--- config.mk ---
export PLATFORM = sky130hd
export DESIGN_NAME = bridge_tx_fc_gate
export DESIGN_NICKNAME = d
export VERILOG_FILES = /design/src/rtl/bridge_fc_pkg.sv /design/src/rtl/bridge_fc_credit.sv /design/src/rtl/bridge_tx_fc_gate.sv
export SDC_FILE = /design/constraint.sdc
export NUM_CORES = 1
export LEC_CHECK = 0
export ABC_CLOCK_PERIOD_IN_PS = 2900
export CAP_MARGIN = 20
export CORE_MARGIN = 10
export CORE_UTILIZATION = 57
export CTS_CLUSTER_DIAMETER = 80
export DETAILED_ROUTE_END_ITERATION = 12
export GPL_TIMING_DRIVEN = 0
export PLACE_DENSITY = 0.9
export REMOVE_ABC_BUFFERS = 1
export SLEW_MARGIN = 20
export SYNTH_ARGS = -nofsm -noshare
export SYNTH_HDL_FRONTEND = slang
export SYNTH_SLANG_ARGS = --single-unit
--- constraint.sdc ---
create_clock -name Fc_CLK -period 2.9 [get_ports Fc_CLK]
set_input_delay 0.58 -clock Fc_CLK [delete_from_list [all_inputs] [get_ports Fc_CLK]]
set_output_delay 0.58 -clock Fc_CLK [all_outputs]
set_load 0.02 [all_outputs]
--- src/rtl/bridge_fc_pkg.sv ---
`default_nettype none
// ============================================================================
//  Module      : bridge_fc_pkg
//  Description : Shared types and constants for the transmit flow-control
//                credit gate (credit-type encodings, fc_sel code, widths,
//                FSM state encoding).
//  Revision    : 1.0 - initial release
// ============================================================================
package bridge_fc_pkg;

    // Credit counter widths as presented by the core
    localparam int HDR_W      = 8;
    localparam int DATA_W     = 12;
    localparam int REQ_DATA_W = 10;

    // Request type encodings from the TLP builder
    localparam logic [1:0] FC_POSTED    = 2'd0;
    localparam logic [1:0] FC_NONPOSTED = 2'd1;
    localparam logic [1:0] FC_CPL       = 2'd2;
    localparam logic [1:0] FC_ILLEGAL   = 2'd3;

    // fc_sel code asking the core for transmit-available credits
    localparam logic [2:0] FC_SEL_TX_AVAIL = 3'b100;

    typedef enum logic [2:0] {
        IDLE     = 3'd0,
        WAIT_SEL = 3'd1,
        SNAP     = 3'd2,
        SERVE    = 3'd3,
        GRANT    = 3'd4
    } fc_state_t;

    // Widen a request data-credit amount to the data counter width
    function automatic logic [DATA_W-1:0] req_to_data(input logic [REQ_DATA_W-1:0] amt);
        return {{(DATA_W-REQ_DATA_W){1'b0}}, amt};
    endfunction

endpackage
`default_nettype wire

--- src/rtl/bridge_fc_credit.sv ---
`default_nettype none
// ============================================================================
//  Module      : bridge_fc_credit
//  Description : One local credit counter: snapshot load, decrement by an
//                amount, sufficiency compare and registered watermark flag.
//  Revision    : 1.0 - initial release
// ============================================================================
module bridge_fc_credit #(
    parameter int W  = 8,
    parameter int WM = 8
) (
    input  logic         clk,
    input  logic         rst_n,
    input  logic         i_clr,
    input  logic         i_load,
    input  logic [W-1:0] i_load_val,
    input  logic         i_dec,
    input  logic [W-1:0] i_dec_amt,
    input  logic [W-1:0] i_need,
    output logic         o_suff,
    output logic         o_flag
);

    localparam logic [W-1:0] c_WM = W'(WM);

    logic [W-1:0] r_count;
    logic         r_flag;

    // Credit count: clear wins, then snapshot load, then consumption
    always_ff @(posedge clk or negedge rst_n) begin
        if (!rst_n) begin
            r_count <= '0;
        end else if (i_clr) begin
            r_count <= '0;
        end else if (i_load) begin
            r_count <= i_load_val;
        end else if (i_dec) begin
            r_count <= r_count - i_dec_amt;
        end
    end

    // Watermark flag follows the count one cycle later
    always_ff @(posedge clk or negedge rst_n) begin
        if (!rst_n) begin
            r_flag <= 1'b0;
        end else if (i_clr) begin
            r_flag <= 1'b0;
        end else begin
            r_flag <= (r_count >= c_WM);
        end
    end

    assign o_suff = (r_count >= i_need);
    assign o_flag = r_flag;

endmodule
`default_nettype wire

--- src/rtl/bridge_tx_fc_gate.sv ---
`default_nettype none
// ============================================================================
//  Module      : bridge_tx_fc_gate
//  Description : Transmit-side flow-control gate. Snapshots the core's Tx
//                available credits, tracks them locally and grants or
//                withholds TLP requests from the transmit bridge.
//  Revision    : 1.0 - initial release
// ============================================================================
module bridge_tx_fc_gate
    import bridge_fc_pkg::*;
#(
    parameter int FC_SEL_LAT     = 2,
    parameter int SETTLE_CYCLES  = 8,
    parameter int REFRESH_CYCLES = 64,
    parameter int HDR_WM         = 8,
    parameter int DATA_WM        = 32
) (
    input  logic                  Fc_CLK,
    input  logic                  Fc_RST,
    input  logic                  Fc_Bridge_Ready,
    input  logic [HDR_W-1:0]      Fc_fc_ph,
    input  logic [HDR_W-1:0]      Fc_fc_nph,
    input  logic [HDR_W-1:0]      Fc_fc_cplh,
    input  logic [DATA_W-1:0]     Fc_fc_pd,
    input  logic [DATA_W-1:0]     Fc_fc_npd,
    input  logic [DATA_W-1:0]     Fc_fc_cpld,
    output logic [2:0]            Fc_fc_sel,
    input  logic                  Fc_Req,
    input  logic [1:0]            Fc_Req_Type,
    input  logic [REQ_DATA_W-1:0] Fc_Req_Data,
    output logic                  Fc_Grant,
    output logic                  Fc_Req_Err,
    output logic [5:0]            Fc_Tx_FC
);

    localparam int c_WAIT_W   = (FC_SEL_LAT > 1) ? $clog2(FC_SEL_LAT) : 1;
    localparam int c_SETTLE_W = $clog2(SETTLE_CYCLES + 1);
    localparam int c_IDLE_W   = $clog2(REFRESH_CYCLES + 1);

    localparam logic [c_WAIT_W-1:0]   c_WAIT_LAST   = c_WAIT_W'(FC_SEL_LAT - 1);
    localparam logic [c_WAIT_W-1:0]   c_WAIT_ONE    = c_WAIT_W'(1);
    localparam logic [c_SETTLE_W-1:0] c_SETTLE_LOAD = c_SETTLE_W'(SETTLE_CYCLES);
    localparam logic [c_SETTLE_W-1:0] c_SETTLE_ONE  = c_SETTLE_W'(1);
    localparam logic [c_IDLE_W-1:0]   c_REFRESH     = c_IDLE_W'(REFRESH_CYCLES);
    localparam logic [c_IDLE_W-1:0]   c_IDLE_ONE    = c_IDLE_W'(1);
    localparam logic [HDR_W-1:0]      c_HDR_ONE     = HDR_W'(1);

    fc_state_t r_state;
    fc_state_t w_next;

    logic [c_WAIT_W-1:0]   r_wait_cnt;
    logic [c_SETTLE_W-1:0] r_settle;
    logic [c_IDLE_W-1:0]   r_idle;
    logic [1:0]            r_req_type;
    logic [DATA_W-1:0]     r_req_data;
    logic                  r_req_err;

    logic [HDR_W-1:0]  w_fc_hdr  [3];
    logic [DATA_W-1:0] w_fc_data [3];
    logic [2:0]        w_hdr_ok;
    logic [2:0]        w_data_ok;
    logic [2:0]        w_hdr_flag;
    logic [2:0]        w_data_flag;
    logic [DATA_W-1:0] w_req_data;
    logic              w_clr;
    logic              w_pass;
    logic              w_req_legal;
    logic              w_settled;
    logic              w_idle_expired;
    logic              w_grant;
    logic              w_err_set;

    assign w_fc_hdr[0]  = Fc_fc_ph;
    assign w_fc_hdr[1]  = Fc_fc_nph;
    assign w_fc_hdr[2]  = Fc_fc_cplh;
    assign w_fc_data[0] = Fc_fc_pd;
    assign w_fc_data[1] = Fc_fc_npd;
    assign w_fc_data[2] = Fc_fc_cpld;

    assign w_req_data     = req_to_data(Fc_Req_Data);
    assign w_clr          = ~Fc_Bridge_Ready;
    assign w_req_legal    = (Fc_Req_Type != FC_ILLEGAL);
    assign w_settled      = (r_settle == '0);
    assign w_idle_expired = (r_idle == c_REFRESH);

    // One header and one data counter per credit type; consumption uses the
    // type and amount latched while the request was evaluated in SERVE
    for (genvar gi = 0; gi < 3; gi++) begin : g_type
        logic w_dec;
        assign w_dec = w_grant && (r_req_type == 2'(gi));

        bridge_fc_credit #(.W(HDR_W), .WM(HDR_WM)) u_hdr (
            .clk        (Fc_CLK),
            .rst_n      (Fc_RST),
            .i_clr      (w_clr),
            .i_load     (r_state == SNAP),
            .i_load_val (w_fc_hdr[gi]),
            .i_dec      (w_dec),
            .i_dec_amt  (c_HDR_ONE),
            .i_need     (c_HDR_ONE),
            .o_suff     (w_hdr_ok[gi]),
            .o_flag     (w_hdr_flag[gi])
        );

        bridge_fc_credit #(.W(DATA_W), .WM(DATA_WM)) u_data (
            .clk        (Fc_CLK),
            .rst_n      (Fc_RST),
            .i_clr      (w_clr),
            .i_load     (r_state == SNAP),
            .i_load_val (w_fc_data[gi]),
            .i_dec      (w_dec),
            .i_dec_amt  (r_req_data),
            .i_need     (w_req_data),
            .o_suff     (w_data_ok[gi]),
            .o_flag     (w_data_flag[gi])
        );
    end

    // Sufficiency of the live request against the matching counter pair
    always_comb begin
        w_pass = 1'b0;
        case (Fc_Req_Type)
            FC_POSTED:    w_pass = w_hdr_ok[0] && w_data_ok[0];
            FC_NONPOSTED: w_pass = w_hdr_ok[1] && w_data_ok[1];
            FC_CPL:       w_pass = w_hdr_ok[2] && w_data_ok[2];
            default:      w_pass = 1'b0;
        endcase
    end

    // State register
    always_ff @(posedge Fc_CLK or negedge Fc_RST) begin
        if (!Fc_RST) begin
            r_state <= IDLE;
        end else begin
            r_state <= w_next;
        end
    end

    // Next-state and pulse decode; losing bridge-ready overrides everything
    always_comb begin
        w_next    = r_state;
        w_grant   = 1'b0;
        w_err_set = 1'b0;
        if (!Fc_Bridge_Ready) begin
            w_next = IDLE;
        end else begin
            case (r_state)
                IDLE: w_next = WAIT_SEL;
                WAIT_SEL: begin
                    if (r_wait_cnt == c_WAIT_LAST) begin
                        w_next = SNAP;
                    end
                end
                SNAP: w_next = SERVE;
                SERVE: begin
                    if (Fc_Req) begin
                        if (!w_req_legal) begin
                            // Requester holds Req through the error pulse cycle
                            w_err_set = ~r_req_err;
                        end else if (w_pass) begin
                            w_next = GRANT;
                        end else if (w_settled) begin
                            w_next = WAIT_SEL;
                        end
                    end else if (w_idle_expired && w_settled) begin
                        w_next = WAIT_SEL;
                    end
                end
                GRANT: begin
                    w_grant = 1'b1;
                    w_next  = SERVE;
                end
                default: w_next = IDLE;
            endcase
        end
    end

    // fc_sel latency counter, only runs while waiting in WAIT_SEL
    always_ff @(posedge Fc_CLK or negedge Fc_RST) begin
        if (!Fc_RST) begin
            r_wait_cnt <= '0;
        end else if ((r_state == WAIT_SEL) && (w_next == WAIT_SEL)) begin
            r_wait_cnt <= r_wait_cnt + c_WAIT_ONE;
        end else begin
            r_wait_cnt <= '0;
        end
    end

    // Settle counter: armed by each grant, drains to zero in every state
    always_ff @(posedge Fc_CLK or negedge Fc_RST) begin
        if (!Fc_RST) begin
            r_settle <= '0;
        end else if (w_clr) begin
            r_settle <= '0;
        end else if (w_grant) begin
            r_settle <= c_SETTLE_LOAD;
        end else if (!w_settled) begin
            r_settle <= r_settle - c_SETTLE_ONE;
        end
    end

    // Idle timer: saturating count of request-free SERVE cycles
    always_ff @(posedge Fc_CLK or negedge Fc_RST) begin
        if (!Fc_RST) begin
            r_idle <= '0;
        end else if (w_clr || (r_state != SERVE)) begin
            r_idle <= '0;
        end else if (!Fc_Req && !w_idle_expired) begin
            r_idle <= r_idle + c_IDLE_ONE;
        end
    end

    // Latch the request while in SERVE so GRANT consumes what was checked
    always_ff @(posedge Fc_CLK or negedge Fc_RST) begin
        if (!Fc_RST) begin
            r_req_type <= FC_POSTED;
            r_req_data <= '0;
        end else if (r_state == SERVE) begin
            r_req_type <= Fc_Req_Type;
            r_req_data <= w_req_data;
        end
    end

    // Illegal-type error pulse, one cycle after the request is seen
    always_ff @(posedge Fc_CLK or negedge Fc_RST) begin
        if (!Fc_RST) begin
            r_req_err <= 1'b0;
        end else begin
            r_req_err <= w_err_set;
        end
    end

    assign Fc_fc_sel  = FC_SEL_TX_AVAIL;
    assign Fc_Grant   = w_grant;
    assign Fc_Req_Err = r_req_err;
    assign Fc_Tx_FC   = {w_data_flag[2], w_hdr_flag[2],
                         w_data_flag[1], w_hdr_flag[1],
                         w_data_flag[0], w_hdr_flag[0]};

endmodule
`default_nettype wire

# Yosys cells after proc, flatten, opt, wreduce, memory -nomap -nowiden
# Cells that the tools add are included.
# word_totals
regBits	94
inputBits	76
# classes
addsub	9
n_lt_le_gt_ge	12
n_eq_ne	16
muxes	45
bitwise_logic	2
n_reduce_logical	18
# op_table
operator	n
2-to-1 mux 12 bit	9
2-to-1 mux 8 bit	9
>= comparator 12 x 10 -> 1 bit	3
>= comparator 12 x 6 -> 1 bit, second input constant	3
subtractor 12 x 10 -> 12 bit	3
>= comparator 8 x 1 -> 1 bit, second input constant	3
>= comparator 8 x 4 -> 1 bit, second input constant	3
subtractor 8 x 1 -> 8 bit, second input constant	3
2-to-1 mux 3 bit	7
2-to-1 mux 7 bit	2
2-to-1 mux 1 bit	13
2-to-1 mux 4 bit	3
case mux 3 bit (4 select lines)	1
logical AND 1 bit	9
!= test 3 x 1 -> 1 bit, second input constant	3
adder 7 x 1 -> 7 bit, second input constant	1
== test 7 bit, second input constant	1
== test 3 x 1 -> 1 bit, second input constant	2
== test 3 x 2 -> 1 bit, second input constant	2
!= test 3 x 2 -> 1 bit, second input constant	2
== test 2 x 1 -> 1 bit, second input constant	2
== test 2 bit, second input constant	2
logical NOT 2 bit	2
logical NOT 4 bit	1
other kinds (11)	13

# Logic depth before layout (Yosys ltp)
# Gate-level depths: netlist (run 1).
# depth
ltp_word	11
mapped_depth	9
depth_no_buf	9

# Hierarchy
# Synthesis (run 1) repeated with hierarchy kept, for this count alone.
# unflattened
hier_cells	1019
hier_area_um2	8757.1
# modules_own_cells
module	n_inst	cells_each	area_per_inst_um2
bridge_fc_credit (g_type[0].u_data ...)	3	175	1445.1
bridge_fc_credit (g_type[0].u_hdr ...)	3	121	987.2
bridge_tx_fc_gate	1	131	1460.2

# Worst setup path before layout (run 1)
# OpenSTA, ideal clock, no wires.
# synth_path
path_type	input port to output port
from	in Fc_Bridge_Ready
to	out Fc_Grant
arrival_ps	1716
required_ps	2320
setup_slack_ps	604
path_stages	4
path_buffers	3
path_cell_list	clkbuf_1 clkbuf_1 clkbuf_1 and3_1
# synth_between
elab_chain_cells	1
# synth_lines
element	line	rtl
from (decl)	bridge_tx_fc_gate.sv:20	input logic Fc_Bridge_Ready,
2-to-1 mux 1 bit	bridge_tx_fc_gate.sv:144	if (!Fc_Bridge_Ready) begin
to (decl)	bridge_tx_fc_gate.sv:31	output logic Fc_Grant,
# Every way passes these cells.

# Final worst setup path (run 1)
# layout_path
from	in Fc_Req_Data[9]
to	reg r_state[1]
# layout_between
elab_chain_cells	8
elab_cells_between_ends	12
classes_between	3 x order compare; 6 x mux; 3 x reduce/logical
# layout_lines
element	line	rtl
from (decl)	bridge_tx_fc_gate.sv:30	input logic [REQ_DATA_W-1:0] Fc_Req_Data,
>= comparator 12 x 10 -> 1 bit	bridge_fc_credit.sv:53	assign o_suff = (r_count >= i_need);
logical AND 1 bit, on equally long branches	bridge_tx_fc_gate.sv:125, bridge_tx_fc_gate.sv:123, bridge_tx_fc_gate.sv:124	
case mux 1 bit (3 select lines) (*)	bridge_tx_fc_gate.sv:122	case (Fc_Req_Type)
2-to-1 mux 3 bit (*)	bridge_tx_fc_gate.sv:160	end else if (w_pass) begin
2-to-1 mux 3 bit (*)	bridge_tx_fc_gate.sv:157	if (!w_req_legal) begin
2-to-1 mux 3 bit (*)	bridge_tx_fc_gate.sv:156	if (Fc_Req) begin
case mux 3 bit (4 select lines) (*)	bridge_tx_fc_gate.sv:147	case (r_state)
2-to-1 mux 3 bit (*)	bridge_tx_fc_gate.sv:144	
named net w_next[1]	bridge_tx_fc_gate.sv:49	fc_state_t w_next;
to (signal assigned)	bridge_tx_fc_gate.sv:135	r_state <= w_next;
to (decl)	bridge_tx_fc_gate.sv:48	fc_state_t r_state;
# The timed path passes the listed nets; every way through them passes the cells marked *.
# A chain may end at the register's enable or synchronous reset.

==> results of run 1 <==
[kinds of logic after synthesis]
| family | synth area share |
|---|---|
| other | 0.001089 |
| AO/OA/AOI/OAI | 0.2452 |
| AND/OR/NAND/NOR | 0.1848 |
| flip-flops | 0.3410 |
| multiplexers | 0.005805 |
| adder cells (fa/ha/maj) | 0.1411 |
| XOR/XNOR | 0.02666 |
| buffers and inverters | 0.05424 |
[timing repair]
item                                   4_1_cts  5_1_grt
endpoints found under the hold margin        0        0
gates resized for setup                      3        4
cloned                                       0        0
setup endpoints to repair                   13        5
buffers inserted                             0        0
[metal layers]
| metal | wire [um] | vias to the layer above | share of wire |
|---|---|---|---|
| met5 | 0 | - | 0 |
| met2 | 9033 | 348 | 0.47 |
| met1 | 7855 | 3064 | 0.41 |
| li1 | - | 3080 | - |
| met4 | 714 | 0 | 0.037 |
| met3 | 1634 | 77 | 0.085 |
[worst paths after layout]
kind / start / endpoint / slack, ns
max: Fc_Req_Data[9] / r_state[1] / 0.16
min reg2reg: Fc_Req_Err / Fc_Req_Err / 0.46
max in group asynchronous: Fc_RST / g_type[1].u_data.r_count[3] / 2.16
min in group Fc_CLK: Fc_Req_Err / Fc_Req_Err / 0.46
max reg2reg: r_req_data[0] / g_type[1].u_data.r_count[10] / 0.18
min: Fc_RST / g_type[0].u_hdr.r_count[5] / 0.13
[synthesized netlist by cell type, types with 4 or more instances]
cell / count / area (um^2)
nand3_1: 15 / 75.07
nand2b_1: 12 / 75.07
buf_4: 10 / 75.07
clkbuf_1: 31 / 116.4
inv_1: 44 / 165.2
o31ai_1: 11 / 82.58
ha_1: 73 / 913.4
a22oi_1: 8 / 60.06
o21ai_0: 87 / 435.4
and3_1: 5 / 31.28
nand4_1: 5 / 31.28
a21oi_1: 61 / 305.3
or4_1: 5 / 37.54
o211ai_1: 9 / 67.56
xor2_1: 11 / 96.34
mux2i_1: 4 / 40.04
nand2_1: 77 / 289.0
nor2_1: 70 / 262.8
a32oi_1: 7 / 61.31
nand3b_1: 4 / 30.03
nor3b_1: 4 / 30.03
nor2b_1: 13 / 81.33
o21a_1: 12 / 90.09
xnor2_1: 10 / 87.58
nor3_1: 26 / 130.1
o31a_1: 5 / 43.79
a31oi_1: 7 / 43.79
or3_1: 4 / 25.02
nor4_1: 10 / 62.56
dfrtp_1: 94 / 2352
a211oi_1: 12 / 90.09
o311ai_0: 4 / 35.03
o2111ai_1: 9 / 78.83
[power by group]
part           internal, mW  leakage, nW  switching, mW
sequential             1.75         1.24          0.442
clock                 0.741        0.151          0.541
combinational          1.91         2.22           2.53
[registers in the layout, indices dropped and copies added, names as in the netlist]
name and count:
r_req_type 2, r_req_data 10, g_type.u_data.o_flag 3, g_type.u_data.r_count 36, r_state 3, r_settle 4, g_type.u_hdr.o_flag 3, r_idle 7
g_type.u_hdr.r_count 24, Fc_Req_Err 1, r_wait_cnt 1
[cell type report]
class | count | area [um^2]
Clock buffer | 12 | 266.5
Clock inverter | 4 | 53.80
Fill cell | 933 | 3700
Inverter | 44 | 168.9
Multi-Input combinational cell | 632 | 4217
Sequential cell | 94 | 2352
Tap cell | 147 | 183.9
Timing Repair Buffer | 94 | 969.7
[metrics by stage]
stage	power, mW	hold WS [ns]
after floorplan	5.328	0.2844
after global placement	6.237	0.4314
after detailed placement	6.459	0.4461
after CTS	7.809	0.1495
after global routing	8.553	0.1667
final	7.924	0.1274
==> impl_metrics.yaml, run 1 <==
sta:
  hold_viol: 0
  finClkSkew_ns: 0.005999
  tightestPinTransition_ns: 0.8492
  setup-violations-final: 0
  finalMaxSlewViolations: 0
  setup_tns_ns: 0
  rsz0062_at_grt: "false"
  slew_headroom: 0.4333
  finalCriticalPeriod_ns: 2.740
  max_freq_mhz: 365.0
  layout_setup_ws_ns: 0.1602
  fin_crit_sh: 0.9447
cells_and_area:
  layout_commonest_cell: "dfrtp_1"
  drive_gt1_frac: 0.05227
  layout.nets: 1027
  diodes: 0
  final_cell_mix: "dfrtp_1, o21ai_0, clkdlybuf4s50_1"
  fin_cells: 1027
  post-route-util: 0.6894
  syn_to_final_growth_pct: 19.05
  final_area_mm2: 0.008212
setup_path:
  crit_cells: 9
  startpoint_type: "input pin"
  worstPathRequired_ns: 3.14
  worstRegToRegCells: 8
  end_kind: "flop"
  cp_cell_sequence: "clkdlybuf4s50_1 -> inv_1 -> ha_1 -> nand4_1 -> nor4_1 -> o211ai_1 -> a221oi_2 -> o311ai_0 -> a32o_1"
  cp_slowest_cell: "clkdlybuf4s50_1"
  critPathMaxStageDelay_ns: 0.53
  path_class: "in -> reg"
  crit_path_max_fanout: 3
  critPathTopFamily: "compound AO/OA/AOI/OAI gates"
  cp_num_buf_inv: 2
  cp.arrival_ns: 2.98
die:
  chipHeight_um: 130.0
  core_mm2: 0.01191
  die_area_mm2: 0.01690
  ioPinCount: 87
  die_w_um: 130.0
  rows: 40
  floorplan.initialDensity: 0.5791
clock_tree:
  cts_buffer_depth: 2
  cts_buffers: 9
  cts_tree: "yes"
  clkLatencyLatePin_ns: 0.35
  cts-root-buf: "clkbuf_16"
  htreeDepth: 3
  cts.reportedPaths.clkPinSlew_ns: 0.07
  clock_sinks: 94
  holdBufCountCts: 0
power_and_ir_drop:
  ir_drop_v: 0.0004766
  powerDensity_mw_per_mm2: 965.0
  p_leak_nw: 3.610
detailed_routing:
  wl_per_cell_um: 18.73
  ant_nets: 0
  drc_errors: 0
  vias_per_cell: 6.396
  drt_iter0_drc: 784
  num_vias: 6569
  routed_wl_um: 19240
  drtPass1Iterations: 6
logic_synthesis:
  synth_flop_cell: "dfrtp_1"
  syn-mean-instance-area_um2: 8.474
  synth_edf_count: 0
  synth_cells: 814
  syn-cell-area_mm2: 0.006898
  ys_warn_count: 0
  ys_seq_area_frac: 0.3410
  synth-async-reset-ratio: 1.000
  ys_ff_latch: 94
  synth_cell_types: 69
grt:
  grt.met3_usage: 0.03489
  track_usage: 0.2293
  grt_pass1_vias: 6486
  grt_max_degree: 55
  antenna_found_initial: 0
  grt_pass1_wl_um: 31420
  grt.busiest_layer: "met2"
  use_met2: 0.3803
  grtUsageMet1: 0.2898
  grt-ovfl-total: 0
placed_design:
  dp.cells: 1011
  post-place-ws_ns: -0.5890
  placed_area_mm2: 0.007865
  io_buffers: 83
  globalplace.congestion: 0.9473
  dp_hpwl_um: 13930
min_path:
  hold_class: "in -> async"
flow_run:
  maxCapViolations: 0
status:
  status: "finished, final reports clean"
Power figures use the tool's default switching activity.
==> run 2: changes to the inputs <==
Settings changed: HOLD_SLACK_MARGIN set to 0.08.
==> results of run 2 <==
Same layout as run 1: the final DEF is identical, and so are final timing and power.
